$ cat config.mk
export PLATFORM = sky130hd
export DESIGN_NAME = jogo_sequencia_param
export DESIGN_NICKNAME = d
export VERILOG_FILES = /design/src/rtl/jogo_sequencia_param.sv
export SDC_FILE = /design/constraint.sdc
export NUM_CORES = 1
export LEC_CHECK = 0
export ABC_CLOCK_PERIOD_IN_PS = 5100
export BUFFER_PORTS_ARGS = -buffer_cell sky130_fd_sc_hd__buf_2
export CORE_ASPECT_RATIO = 1.1
export CORE_MARGIN = 2
export CORE_UTILIZATION = 45
export CTS_BUF_LIST = sky130_fd_sc_hd__clkbuf_8
export DETAILED_ROUTE_END_ITERATION = 8
export HOLD_SLACK_MARGIN = 0.15
export PLACE_DENSITY = 0.62
export REMOVE_ABC_BUFFERS = 1
export SLEW_MARGIN = 10
export SYNTH_ARGS = -nofsm -noshare
export SYNTH_HDL_FRONTEND = slang
export SYNTH_SLANG_ARGS = --single-unit
$ cat constraint.sdc
create_clock -name clock -period 5.1 [get_ports clock]
set_clock_uncertainty 0.15 [all_clocks]
set_input_delay 0.765 -clock clock [delete_from_list [all_inputs] [get_ports clock]]
set_output_delay 0.765 -clock clock [all_outputs]
set_load 0.01 [all_outputs]
$ cat src/rtl/jogo_sequencia_param.sv
// jogo_sequencia_param: memory-sequence game engine (demo, press compare, score, lives, press timeout)
module jogo_sequencia_param #(
    parameter int N_BOTOES   = 7,
    parameter int ADDR_W     = 4,
    parameter int SCORE_W    = 7,
    parameter int SCORE_INIT = 100,
    parameter int PENALTY    = 10,
    parameter int MAX_ERROS  = 3,
    parameter int TIMEOUT    = 5000,
    parameter int SHOW_ON    = 500,
    parameter int SHOW_OFF   = 250
) (
    input  logic                clock,
    input  logic                reset,
    input  logic                jogar,
    input  logic                modo,
    input  logic [ADDR_W-1:0]   limite,
    input  logic [N_BOTOES-1:0] botoes,
    output logic [ADDR_W-1:0]   mem_addr,
    input  logic [N_BOTOES-1:0] mem_data,
    output logic [N_BOTOES-1:0] leds,
    output logic                pronto,
    output logic                acertou,
    output logic                errou,
    output logic [SCORE_W-1:0]  pontos,
    output logic [2:0]          erros,
    output logic [3:0]          db_estado,
    output logic                db_timeout
);
    localparam int CNT_MAX = (TIMEOUT > SHOW_ON) ? ((TIMEOUT > SHOW_OFF) ? TIMEOUT : SHOW_OFF)
                                                 : ((SHOW_ON > SHOW_OFF) ? SHOW_ON : SHOW_OFF);
    localparam int CNT_W = $clog2(CNT_MAX + 1);

    typedef enum logic [3:0] {
        S_INICIAL    = 4'h0,
        S_PREPARA    = 4'h1,
        S_MOSTRA_LE  = 4'h2,
        S_MOSTRA_ON  = 4'h3,
        S_MOSTRA_OFF = 4'h4,
        S_ESPERA     = 4'h5,
        S_COMPARA    = 4'h6,
        S_SOLTA      = 4'h7,
        S_PROX       = 4'h8,
        S_ERRO       = 4'h9,
        S_AGUARDA    = 4'hA,
        S_FIM_OK     = 4'hE,
        S_FIM_ERR    = 4'hF
    } estado_t;

    estado_t             r_state, w_next;
    logic [CNT_W-1:0]    r_cnt;
    logic [ADDR_W-1:0]   r_idx, r_rodada, r_limite;
    logic [N_BOTOES-1:0] r_jogada, r_botoes_d;
    logic [SCORE_W-1:0]  r_pontos;
    logic [2:0]          r_erros;
    logic                r_jogar_d;

    logic w_idle, w_start, w_press, w_solto, w_last, w_tmo;

    assign w_idle  = (r_state == S_INICIAL) || (r_state == S_FIM_OK) || (r_state == S_FIM_ERR);
    assign w_start = jogar && !r_jogar_d && w_idle;
    assign w_press = (botoes != '0) && (r_botoes_d == '0);
    assign w_solto = (botoes == '0);
    assign w_last  = (r_idx == r_rodada);
    assign w_tmo   = (r_cnt == CNT_W'(TIMEOUT - 1));

    // State register
    always_ff @(posedge clock or negedge reset) begin
        if (!reset) r_state <= S_INICIAL;
        else        r_state <= w_next;
    end

    // Next-state logic; a press in the same cycle as the timeout wins
    always_comb begin
        w_next = r_state;
        case (r_state)
            S_INICIAL, S_FIM_OK, S_FIM_ERR: if (w_start) w_next = S_PREPARA;
            S_PREPARA:    w_next = S_MOSTRA_LE;
            S_MOSTRA_LE:  w_next = S_MOSTRA_ON;
            S_MOSTRA_ON:  if (r_cnt == CNT_W'(SHOW_ON - 1)) w_next = S_MOSTRA_OFF;
            S_MOSTRA_OFF: if (r_cnt == CNT_W'(SHOW_OFF - 1)) w_next = w_last ? S_ESPERA : S_MOSTRA_LE;
            S_ESPERA:     if (w_press) w_next = S_COMPARA;
                          else if (w_tmo) w_next = S_ERRO;
            S_COMPARA:    w_next = (r_jogada == mem_data) ? S_SOLTA : S_ERRO;
            S_SOLTA:      if (w_solto) w_next = w_last ? S_PROX : S_ESPERA;
            S_PROX:       w_next = (r_rodada == r_limite) ? S_FIM_OK : S_PREPARA;
            S_ERRO:       w_next = ((r_erros + 3'd1) == 3'(MAX_ERROS)) ? S_FIM_ERR : S_AGUARDA;
            S_AGUARDA:    if (w_solto) w_next = S_PREPARA;
            default:      w_next = S_INICIAL;
        endcase
    end

    // Shared phase counter: restarts on every state change, runs only in timed states
    always_ff @(posedge clock or negedge reset) begin
        if (!reset)
            r_cnt <= '0;
        else if (w_next != r_state)
            r_cnt <= '0;
        else if (r_state inside {S_MOSTRA_ON, S_MOSTRA_OFF, S_ESPERA})
            r_cnt <= r_cnt + 1'b1;
    end

    // Game datapath: start latch, step/round indices, press capture, score and lives
    always_ff @(posedge clock or negedge reset) begin
        if (!reset) begin
            r_jogar_d  <= 1'b0;
            r_botoes_d <= '0;
            r_idx      <= '0;
            r_rodada   <= '0;
            r_limite   <= '0;
            r_jogada   <= '0;
            r_pontos   <= SCORE_W'(SCORE_INIT);
            r_erros    <= '0;
        end else begin
            r_jogar_d  <= jogar;
            r_botoes_d <= botoes;
            if (w_start) begin
                r_limite <= limite;
                r_rodada <= modo ? limite : '0;
                r_pontos <= SCORE_W'(SCORE_INIT);
                r_erros  <= '0;
            end
            if (r_state == S_PREPARA)
                r_idx <= '0;
            if (r_state == S_MOSTRA_OFF && w_next == S_MOSTRA_LE)
                r_idx <= r_idx + 1'b1;
            if (r_state == S_MOSTRA_OFF && w_next == S_ESPERA)
                r_idx <= '0;
            if (r_state == S_SOLTA && w_next == S_ESPERA)
                r_idx <= r_idx + 1'b1;
            if (r_state == S_ESPERA && w_press)
                r_jogada <= botoes;
            if (r_state == S_PROX && w_next == S_PREPARA)
                r_rodada <= r_rodada + 1'b1;
            if (r_state == S_ERRO) begin
                r_erros  <= r_erros + 3'd1;
                r_pontos <= (r_pontos < SCORE_W'(PENALTY)) ? '0 : r_pontos - SCORE_W'(PENALTY);
            end
        end
    end

    // Outputs decoded from state and datapath registers
    always_comb begin
        leds       = (r_state == S_MOSTRA_ON) ? mem_data : '0;
        pronto     = (r_state == S_FIM_OK) || (r_state == S_FIM_ERR);
        acertou    = (r_state == S_FIM_OK);
        errou      = (r_state == S_FIM_ERR);
        db_timeout = (r_state == S_ESPERA) && !w_press && w_tmo;
        db_estado  = r_state;
        mem_addr   = r_idx;
        pontos     = r_pontos;
        erros      = r_erros;
    end
endmodule

# --- Word level (Yosys, flattened, before mapping) ---
# Index checks and enable logic that the tools add are counted.
# Widths: inputs -> output; s select.
totals:
  ff_bits: 54
  inputBits: 22
  out_inout_bits: 29
  word_cells: 92
op_classes:
  add_sub_neg: 5
  n_lt_le_gt_ge: 1
  n_eq_ne: 23
  mux: 28
  reduce_logical: 25
ops:
  columns: ["operator", "n"]
  rows:
  - ["$mux 4", 17]
  - ["$pmux 4 s11", 1]
  - ["$mux 7", 4]
  - ["$mux 13", 2]
  - ["$eq 4x3->1 const B", 5]
  - ["$eq 4x4->1 const B", 5]
  - ["$logic_not 7->1", 2]
  - ["$add 13x1->13 const B", 1]
  - ["$eq 13x13->1 const B", 1]
  - ["$eq 13x8->1 const B", 1]
  - ["$eq 13x9->1 const B", 1]
  - ["$eq 4x2->1 const B", 3]
  - ["$mux 3", 4]
  - ["$logic_and 1x1->1", 10]
  - ["$add 4x1->4 const B", 2]
  - ["$eq 4x1->1 const B", 2]
  - ["$eq 4x4->1", 2]
  - ["$eq 7x7->1", 1]
  - ["$lt 7x4->1 const B", 1]
  - ["$reduce_bool 7->1", 1]
  - ["$sub 7x4->7 const B", 1]
  - ["$reduce_bool 2->1", 3]
  - ["$logic_not 4->1", 1]
  - ["$ne 4x4->1", 1]
  - ["7 further kinds", 10]

# --- Logic depth before layout (Yosys ltp) ---
# Gate-level depths: netlist of the first run.
depth:
  ltp_word: 11
  mapped_depth: 10
  depth_no_buf: 9

# --- Least setup slack after synthesis of the first run ---
# Ideal clock, no wire load.
synth_timing:
  kind: "input-to-reg"
  start: "input botoes[2]"
  end: "register r_cnt[10]"
  setup_ns: 0.080
  arrival_time_ns: 2.771
  t_required_ns: 4.870
  slack_ns: 2.099
  cell_stages: 8
  n_path_buf: 1
  path_cell_list: "or4_4 o2111ai_4 o221ai_2 a2111o_1 xnor2_2 nand2_2 buf_6 nor3_2"
synth_between:
  elab_chain_cells: 6
synth_rtl:
  columns: ["item", "line_no", "rtl"]
  rows:
  - ["start, declared", "18", "input logic [N_BOTOES-1:0] botoes,"]
  - ["$reduce_bool 7->1", "62", "assign w_press = (botoes != '0) && (r_botoes_d == '0);"]
  - ["$logic_and 1x1->1", "62", null]
  - ["$mux 4", "82", "S_ESPERA: if (w_press) w_next = S_COMPARA;"]
  - ["$pmux 4 s11 *", "76", "case (r_state)"]
  - ["net w_next[1]", "50", "estado_t r_state, w_next;"]
  - ["$ne 4x4->1 *", "97", "else if (w_next != r_state)"]
  - ["$mux 13 or $reduce_bool 2->1 (tied branches)", null, null]
  - ["end signal, assigned", "100", "r_cnt <= r_cnt + 1'b1;"]
  - ["end, declared", "51", "logic [CNT_W-1:0] r_cnt;"]
# The timed path passes the listed nets; every way through them passes the cells marked *.
# A chain may end at the register's enable or synchronous reset.

# --- Worst setup path in the final report of the first run ---
layout_timing:
  start: "register r_state[0] (netlist: db_estado[0])"
  end: "output db_timeout"
layout_between:
  elab_chain_cells: 3
layout_rtl:
  columns: ["item", "line_no", "rtl"]
  rows:
  - ["start, declared", "50", null]
  - ["start signal, assigned", "70", "else r_state <= w_next;"]
  - ["$eq 4x3->1", "148", "db_timeout = (r_state == S_ESPERA) && !w_press && w_tmo;"]
  - ["$logic_and 1x1->1 (2 in a row)", "148", null]
  - ["end, declared", "28", "output logic db_timeout"]
# No other way between the ends.

==> metrics, run 1 <==
RSZ-0062 raised after global routing no; Placement Cell Area 3450 µm²; Total Power Consumption 1350 µW; final setup vio count 0; Cells after Synth 323; Post-DP HPWL 5.16 mm; Critical Path Fanout Max 22; Vias/cell 5.48; VDD IR max 248 µV; Worst setup startpoint db_estado[0]; Top FF cell, synth dfrtp_1; Startpoint Class flip-flop; min-delay src r_limite[1]; CP required 4180 ps; CTS resizes 0; asr flop ratio synth 100%; diode count 0; RePlAce Congestion 0.816; top cell type's share of synthesized area 39.3%; Final Max Slew Viols 0; CTS tree yes; initial antenna violation count 0; Slew @ Worst Pin 879 ps; Starting Density 46.0%; Tmin final 3460 ps; Post-synth EDFFs 0; final layout net count 399; top cells by instance count after synthesis 50 x dfrtp_1, 40 x nand2_1, 18 x o21ai_0; R2R Path Start db_estado[0]; register area share after synthesis 41.7%; Hold Crit Class flip-flop to flip-flop; postcts setup bufs 0; Area growth syn-to-layout 11.1%; gr usage total 18.5%; reg-to-reg slack, setup 1840 ps; Max-Slew Margin vs Limit 40.9%; Mapped Area 3190 µm²; Hold Path Cell Cnt 2; cell taking the most area after synthesis dfrtp_1; clock buffer depth 2; hold buffers post-CTS 0; largest net degree at the start of global routing 54; cells on worst reg2reg path 6; cell row count 32; antenna-violating nets left 0; Initial DRT Pass Iterations 4; total CTS buffers 5; Worst Setup Path Type flip-flop to output port; synth warn 0; fin area 3540 µm²; status complete, no violations; data arrival time of the worst path 2540 ps; Die Ht 92.3 µm; fmax 289 MHz; CTS clk-pin slew, worst paths 100 ps; CTS Sinks 53; Hold Path Sink r_limite[1]; setup TNS 0 ps; Ports 51; Tcrit/Tclk final 67.7%; ratio of cells with drive above 1 in the final layout 25.1%; Via Count 2499; most numerous cell in the Yosys netlist dfrtp_1; Initial DRC Count 101; synth unique cells 60; Total Wirelength 6.96 mm; Power per Cell Area 382 nW/µm²; grt ovf 0; Leakage 0.00164 µW; vias in the first global route 2407; Fin. Hold Viols 0; CTS root buf clkbuf_8; core area 6930 µm²; Yosys reg bits 53; r2r endpoint r_cnt[0]; Die X 84.2 µm; CTS H-tree depth 2; top post-synthesis cells by area dfrtp_1 39%, nand2_1 4.7%, xor2_1 4.7%; DR WL/cell 15.3 µm; Avg Cell Area, Syn 9.87 µm²; global-route wire length before repair 11.7 mm; CP Capture Type output port; PortBufs 49; area of the die 7770 µm²; drc violations 0; number of max-cap violations 0; worst-skew pair later-pin latency 310 ps
==> registers in the layout, summed over array words and instances (netlist names) <==
register / flops
db_estado: 4
erros: 3
mem_addr: 4
pontos: 6
r_botoes_d: 7
r_cnt: 13
r_jogada: 7
r_jogar_d: 1
r_limite: 4
r_rodada: 4
==> per-stage QoR <==
step / cells / hold WS (ps) / util, % / worst slack, ps
after floorplan: 312 / 316 / - / 1960
after global placement: 448 / 334 / 49.8 / 1660
after detailed placement: 448 / 338 / 49.8 / 1580
after CTS: 456 / 362 / 51.1 / 1650
after global routing: 456 / 389 / 51.1 / 1380
final: 456 / 367 / 51.1 / 1640
==> per-layer routing <==
metal  global-route usage, %  wire length (µm)
met4                    4.03                68
met1                    24.8              3250
met2                    31.3              3390
met5                       0                 0
met3                    3.15               253
==> layout by cell type, fill, tap and decap left out, drive strengths merged, types with 2 or more instances in the layout <==
cell type  netlist  final
and2            10     10
nor4bb           2      2
mux2             7      7
nor2            16     16
xor2            18     18
nand4            8      8
a31oi            3      3
nor3            18     18
nand3           13     13
o31ai            4      4
nor4             4      4
nor4b            4      4
nand2b           6      6
nor2b            3      3
dfstp            3      3
buf              7     51
o41a             2      2
nor3b            3      3
nand2           41     41
o21a             3      3
a311oi           2      2
and3             6      6
o22ai            2      2
o21ai           22     22
xnor2           13     13
o211ai           2      2
clkinvlp         0      3
a21oi           10     10
inv              9      9
clkbuf           3      5
dfrtp           50     50
and2b            2      2
ha               7      7
or4              3      3
==> how the worst max path moves through the flow <==
stage,cells after the start,endpoint
final,4,db_timeout
after global routing,4,db_timeout
after CTS,4,db_timeout
after detailed placement,8,r_cnt[1]
after global placement,8,r_cnt[1]
after floorplan,7,r_cnt[1]
==> cell type report <==
type	instances	area, µm²
clock buffer	5	68.8
clock inverter	3	22.5
fill	646	3390
inverter	9	33.8
multi-input combinational	250	1720
sequential	53	1330
tap	85	106
timing repair buffer	51	260
==> critical path, stage by stage (launching register included) <==
cell,delay [ps]
dfrtp_1,840
nor4bb_1,700
o21ai_0,250
nor2_1,260
buf_2,180
==> power by group <==
group	total [µW]	switching [µW]	internal, µW
registers	635	120	515
logic	473	268	205
clock network	242	146	96.6
total	1350	534	816
==> cells by family after synthesis <==
kind of cell / share of synthesized area (%)
compound gates: 12.8
xor+xnor: 8.99
fa+ha+maj: 2.75
buf+inv: 4.36
flops: 41.7
mux: 2.47
other cells: 0.118
simple gates: 26.7
Power figures use the tool's default switching activity.
==> run 2: changes to the inputs <==
--- a/config.mk
+++ b/config.mk
@@ -5,7 +5,8 @@
 export SDC_FILE = /design/constraint.sdc
 export NUM_CORES = 1
 export LEC_CHECK = 0
-export ABC_CLOCK_PERIOD_IN_PS = 5100
+export ABC_AREA = 1
+export ABC_CLOCK_PERIOD_IN_PS = 3240
 export BUFFER_PORTS_ARGS = -buffer_cell sky130_fd_sc_hd__buf_2
 export CORE_ASPECT_RATIO = 1.1
 export CORE_MARGIN = 2
@@ -13,7 +14,7 @@
 export CTS_BUF_LIST = sky130_fd_sc_hd__clkbuf_8
 export DETAILED_ROUTE_END_ITERATION = 8
 export HOLD_SLACK_MARGIN = 0.15
-export PLACE_DENSITY = 0.62
+export PLACE_DENSITY = 0.61
 export REMOVE_ABC_BUFFERS = 1
 export SLEW_MARGIN = 10
 export SYNTH_ARGS = -nofsm -noshare
==> constraint.sdc (replaced) <==
create_clock -name clock -period 3.24 [get_ports clock]
set_clock_uncertainty 0.15 [all_clocks]
set_input_delay 0.486 -clock clock [delete_from_list [all_inputs] [get_ports clock]]
set_output_delay 0.486 -clock clock [all_outputs]
set_load 0.01 [all_outputs]
==> run 2 against run 1 <==
Against the previous run: core utilization up 1.2 points; sequential power up 47%; power up 70%; synthesized cell count up 43%; routed wire length up 12%; cell count up 33%; flip-flop and latch count unchanged; via count up 21%; critical path depth up 4; critical path type is now input pin to output port; largest cell class unchanged; highest routed layer unchanged.
==> metrics, run 2 <==
Initial DRT Pass Iterations 4 (unchanged); Startpoint Class input pin; ratio of cells with drive above 1 in the final layout 23.9% (-1.2 points); Util after Layout 52.3% (+1.2 points); Final Max Slew Viols 0 (unchanged); Yosys reg bits 53 (unchanged); Die X 87.3 µm (+3.6%); area of the die 8340 µm² (+7.3%); Post-DP HPWL 6.07 mm (+18%); CTS clk-pin slew, worst paths 90 ps (about the same); RePlAce Congestion 0.874 (+7.1%); Vias/cell 4.98 (-9.2%); initial antenna violation count 0 (unchanged); Hold Crit Class input pin to flip-flop; cell taking the most area after synthesis dfrtp_1; CP Capture Type output port; clock buffer depth 2 (unchanged); Hold Path Cell Cnt 1 (-1); largest net degree at the start of global routing 30 (-44%); top cells by instance count after synthesis 123 x nand2_1, 58 x inv_1, 55 x nor2_1; Post-synth EDFFs 0 (unchanged); Die Ht 95.6 µm (+3.6%); CTS H-tree depth 2 (unchanged); total CTS buffers 5 (unchanged); postcts setup bufs 0 (unchanged); Worst Setup Path Type input pin to output port; Critical Path Fanout Max 5 (-77%); asr flop ratio synth 100% (unchanged); min-delay src botoes[5]; Slew @ Worst Pin 545 ps (-335 ps); vias in the first global route 2963 (+23%); max FFs per register 13 (unchanged); CP required 2600 ps (-1580 ps); grt ovf 0 (unchanged); Cells after Synth 462 (+43%); Total Power Consumption 2300 µW (+70%); fmax 350 MHz; register area share after synthesis 38.8% (-3.0 points); synth unique cells 37 (-38%); Starting Density 46.2% (+0.17 points); r2r endpoint r_cnt[2]; final setup vio count 0 (unchanged); Via Count 3016 (+21%); R2R Path Start r_rodada[0]; cell row count 33 (+3.1%); largest reg by FF count r_cnt; most numerous cell in the Yosys netlist nand2_1; Ports 51 (unchanged); top cell type's share of synthesized area 36.5% (-2.8 points); Leakage 0.00209 µW (+28%); synth warn 0 (unchanged); Hold Path Sink r_botoes_d[5]; final worst slack 380 ps (-1270 ps); status complete, no violations; largest registers r_cnt x13, r_botoes_d x7, r_jogada x7; core area 7430 µm² (+7.3%); diode count 0 (unchanged); CTS Sinks 53 (unchanged); Area growth syn-to-layout 13.3%; CTS tree yes; Tmin final 2860 ps; Power per Cell Area 591 nW/µm² (+55%); setup TNS 0 ps (unchanged); Fin. Hold Viols 0 (unchanged); final layout net count 548 (+37%); Total Wirelength 7.79 mm (+12%); commonest non-fill, non-tap cell in the layout nand2_1; Mapped Area 3430 µm² (+7.7%); Max-Slew Margin vs Limit 63.7% (+23 points); Avg Cell Area, Syn 7.43 µm² (-25%); reg-to-reg slack, setup 740 ps (-1100 ps); PortBufs 49 (unchanged); Tcrit/Tclk final 88.3%; Initial DRC Count 195 (+93%); data arrival time of the worst path 2220 ps (-320 ps); global-route wire length before repair 13.6 mm (+16%); top post-synthesis cells by area dfrtp_1 36%, nand2_1 13%, inv_1 6.3%; Top FF cell, synth dfrtp_1; Fin Hold WS 159 ps (-208 ps); worst-skew pair later-pin latency 310 ps (about the same); CTS root buf clkbuf_8; drc violations 0 (unchanged); antenna-violating nets left 0 (unchanged); Setup WS pre-CTS 694 ps (-882 ps); cells on worst reg2reg path 14 (+8); most frequent cells in the layout 123 x nand2_1, 59 x inv_1, 55 x nor2_1; gr usage total 20.5% (+2.0 points); number of max-cap violations 0 (unchanged); VDD IR max 250 µV (+0.53%); RSZ-0062 raised after global routing no; DR WL/cell 12.9 µm (-16%)
## run 2: routing by layer
layer	part of all wire, %	global-route usage, %	vias up
li1	-	-	1543
met1	46	27.1	1398
met2	48	34.8	65
met4	1.2	5.38	0
met5	0	0	-
met3	4.1	2.94	10
## run 2: worst max path at each step
stage	startpoint	to	slack, ps	cells after the start
floorplan	botoes[3]	r_cnt[0]	1160	12
global placement	botoes[1]	r_cnt[2]	780	12
detailed placement	botoes[1]	r_cnt[2]	690	13
CTS	botoes[6]	db_timeout	500	8
global route	botoes[1]	r_cnt[2]	200	14
finish	botoes[1]	db_timeout	380	8
## run 2: what timing repair did
action | in CTS | in global routing
endpoints found under the hold margin | 25 | 2
hold buffers | 3 | 2
gates resized for setup | 0 | 0
## run 2: final cells by class
class / count / area [µm²]
Inverter: 69 / 259
Timing Repair Buffer: 55 / 303
Multi-Input combinational cell: 335 / 1800
Sequential cell: 53 / 1330
Clock inverter: 1 / 3.75
Tap cell: 87 / 109
Fill cell: 735 / 3540
Clock buffer: 6 / 82.6
## run 2: stage by stage
| step | cell area, µm² | std cells |
|---|---|---|
| 3_3_place_gp | 3750 | 594 |
| 5_1_grt | 3890 | 606 |
| 2_1_floorplan | 3390 | 457 |
| 3_5_place_dp | 3750 | 594 |
| 4_1_cts | 3870 | 604 |
| 6_report | 3890 | 606 |
## run 2: power by group
group	leakage [µW]	total, µW	internal (µW)	switching [µW]
logic	0.00136	989	341	648
registers	0.000686	933	789	144
clock network	0.0000485	378	167	211
total	0.00209	2300	1300	1000
## run 2: cell families (layout without fill, tap and decap cells)
logic type | Yosys count | after routing | synth area share, %
adders and majority gates | 7 | 7 | 2.55
other | 1 | 1 | 0.109
and+or+nand+nor | 267 | 267 | 37.8
AOI/OAI and AO/OA | 38 | 38 | 6.42
buffers and inverters | 74 | 131 | 8.75
DFF | 53 | 53 | 38.8
xor gates and xnor gates | 22 | 22 | 5.61
## run 2: critical path, cell delays in order
cell and delay (ps):
dlygate4sd3_1 550, buf_2 140, nor2_1 170, nand4_1 290
a21oi_2 260, inv_1 80, nor2_1 110, buf_2 140
==> run 3: changes to the inputs <==
--- a/config.mk
+++ b/config.mk
@@ -11,7 +11,6 @@
 export CORE_ASPECT_RATIO = 1.1
 export CORE_MARGIN = 2
 export CORE_UTILIZATION = 45
-export CTS_BUF_LIST = sky130_fd_sc_hd__clkbuf_8
 export DETAILED_ROUTE_END_ITERATION = 8
 export HOLD_SLACK_MARGIN = 0.15
 export PLACE_DENSITY = 0.61
==> run 3 against run 2 <==
Against the previous run: global-route usage is the same; critical path depth unchanged; critical path type unchanged; via count is 0.27% lower; largest power group unchanged; maximum frequency barely moved; highest routed layer unchanged; combinational power about the same; flip-flop and latch count did not move; cell count is the same; clock-buffer cell count increased by 1.
==> metrics, run 3 (same netlist as run 2, synthesis figures left out) <==
status complete, no violations; CTS root buf clkbuf_8; fill count 735 (unchanged); CP Capture Type output port; CTS tree yes; CTS clk-pin slew, worst paths 90 ps (about the same); cell row count 33 (unchanged); Die X 87.3 µm (unchanged); diode count 0 (unchanged); CTS Sinks 53 (unchanged); RSZ-0062 raised after global routing no; Area growth syn-to-layout 13.3% (unchanged); Tmin final 2860 ps (+1.04 ps); gr usage total 20.5% (unchanged); largest reg by FF count r_cnt; Final Max Slew Viols 0 (unchanged); Via Count 3008 (-0.27%); Initial DRC Count 195 (unchanged); CP max stage cell dlygate4sd3_1; ratio of cells with drive above 1 in the final layout 23.9% (unchanged); Starting Density 46.2% (unchanged); Critical Path Fanout Max 5 (unchanged); vias in the first global route 2963 (unchanged); Total Wirelength 7.77 mm (-0.24%); Max-Slew Margin vs Limit 63.7% (about the same); max FFs per register 13 (unchanged); clock buffer depth 2 (unchanged); CP bufs+invs 4 (unchanged); Total Power Consumption 2300 µW (about the same); VDD IR max 250 µV (about the same); number of max-cap violations 0 (unchanged); CP peak stage delay 550 ps (about the same); largest registers r_cnt x13, r_botoes_d x7, r_jogada x7; largest net degree at the start of global routing 30 (unchanged); Die Ht 95.6 µm (unchanged); setup TNS 0 ps (unchanged); core area 7430 µm² (unchanged); PortBufs 49 (unchanged); data arrival time of the worst path 2230 ps (about the same); Ports 51 (unchanged); Hold Crit Class input pin to flip-flop; Post-DP HPWL 6.07 mm (unchanged); fmax 349 MHz (about the same); antenna-violating nets left 0 (unchanged); most frequent cells in the layout 123 x nand2_1, 58 x inv_1, 55 x nor2_1; Slew @ Worst Pin 545 ps (+0.657 ps); drc violations 0 (unchanged); global-route wire length before repair 13.6 mm (unchanged); Power per Cell Area 592 nW/µm² (about the same); initial antenna violation count 0 (unchanged); commonest non-fill, non-tap cell in the layout nand2_1; Startpoint Class input pin; fin area 3890 µm² (unchanged); grt ovf 0 (unchanged); CP required 2600 ps (about the same); area of the die 8340 µm² (unchanged); Leakage 0.00209 µW (-0.20%); Tcrit/Tclk final 88.3% (about the same); crit-path cells dlygate4sd3_1 > buf_2 > nor2_1 > nand4_1 > a21oi_2 > inv_1 > nor2_1 > buf_2; Vias/cell 4.96 (-0.27%); Worst Setup Path Type input pin to output port; final layout net count 548 (unchanged); final setup vio count 0 (unchanged); DR WL/cell 12.8 µm (-0.24%); Fin. Hold Viols 0 (unchanged); Placement Cell Area 3750 µm² (unchanged); worst-skew pair later-pin latency 310 ps (about the same); postcts setup bufs 0 (unchanged); Initial DRT Pass Iterations 4 (unchanged); CTS H-tree depth 2 (unchanged); total CTS buffers 5 (unchanged); RePlAce Congestion 0.874 (unchanged); CP top delay family buffers and inverters
## run 3: cell count changes in the layout (fill, tap and decap cells not counted), sizes merged
| cell | change |
|---|---|
| clkbuf | +1 |
| inv | -1 |
## run 3: power by group
| group | internal (µW) | switching, µW |
|---|---|---|
| Clock | 170 | 210 |
| Combinational | 341 | 648 |
| Sequential | 789 | 144 |
## run 3: timing repair
| item | CTS | global route |
|---|---|---|
| hold buffers | 3 | 2 |
| gates resized for setup | 0 | 0 |
| endpoints found under the hold margin | 25 | 2 |
## run 3: worst paths after layout
check | from | endpoint | slack [ps] | cells after the start
hold / removal | botoes[5] | r_botoes_d[5] | 160 | 1
max in group asynchronous | reset | pontos[6] | 1590 | 3
hold reg to reg | pontos[6] | pontos[5] | 330 | 2
setup / recovery | botoes[1] | db_timeout | 380 | 8
min in group asynchronous | reset | erros[2] | 540 | 2
setup reg to reg | r_rodada[0] | r_cnt[2] | 740 | 14
## run 3: layout make-up
type                            count  area [µm²]  share of cell area (%)
Sequential cell                    53        1330                    34.2
Inverter                           69         259                    6.66
Tap cell                           87         109                    2.80
Timing Repair Buffer               55         303                    7.79
Clock buffer                        7        86.3                    2.22
Multi-Input combinational cell    335        1800                    46.3
## run 3: per-layer routing
metal / part of all wire, % / up-vias / wire, µm / global-route usage (%)
li1: - / 1545 / - / -
met1: 46 / 1390 / 3600 / 27.1
met2: 49 / 63 / 3780 / 34.8
met3: 3.8 / 10 / 299 / 2.94
met4: 1.2 / 0 / 95 / 5.38
met5: 0 / - / 0 / 0
## run 3: per-stage QoR
step	util (%)	std cells	worst slack, ps	hold WS (ps)
finish	52.3	606	379	160
global route	52.3	606	196	151
CTS	52.1	604	497	153
detailed placement	50.5	594	694	323
global placement	50.5	594	783	321
floorplan	-	457	1160	40.4
## run 3: worst reg2reg max path, delay by kind of cell (launching register included)
family,cells,cell delay [ps]
simple gates,11,1470
flops,1,460
buf+inv,1,110
compound gates,2,230
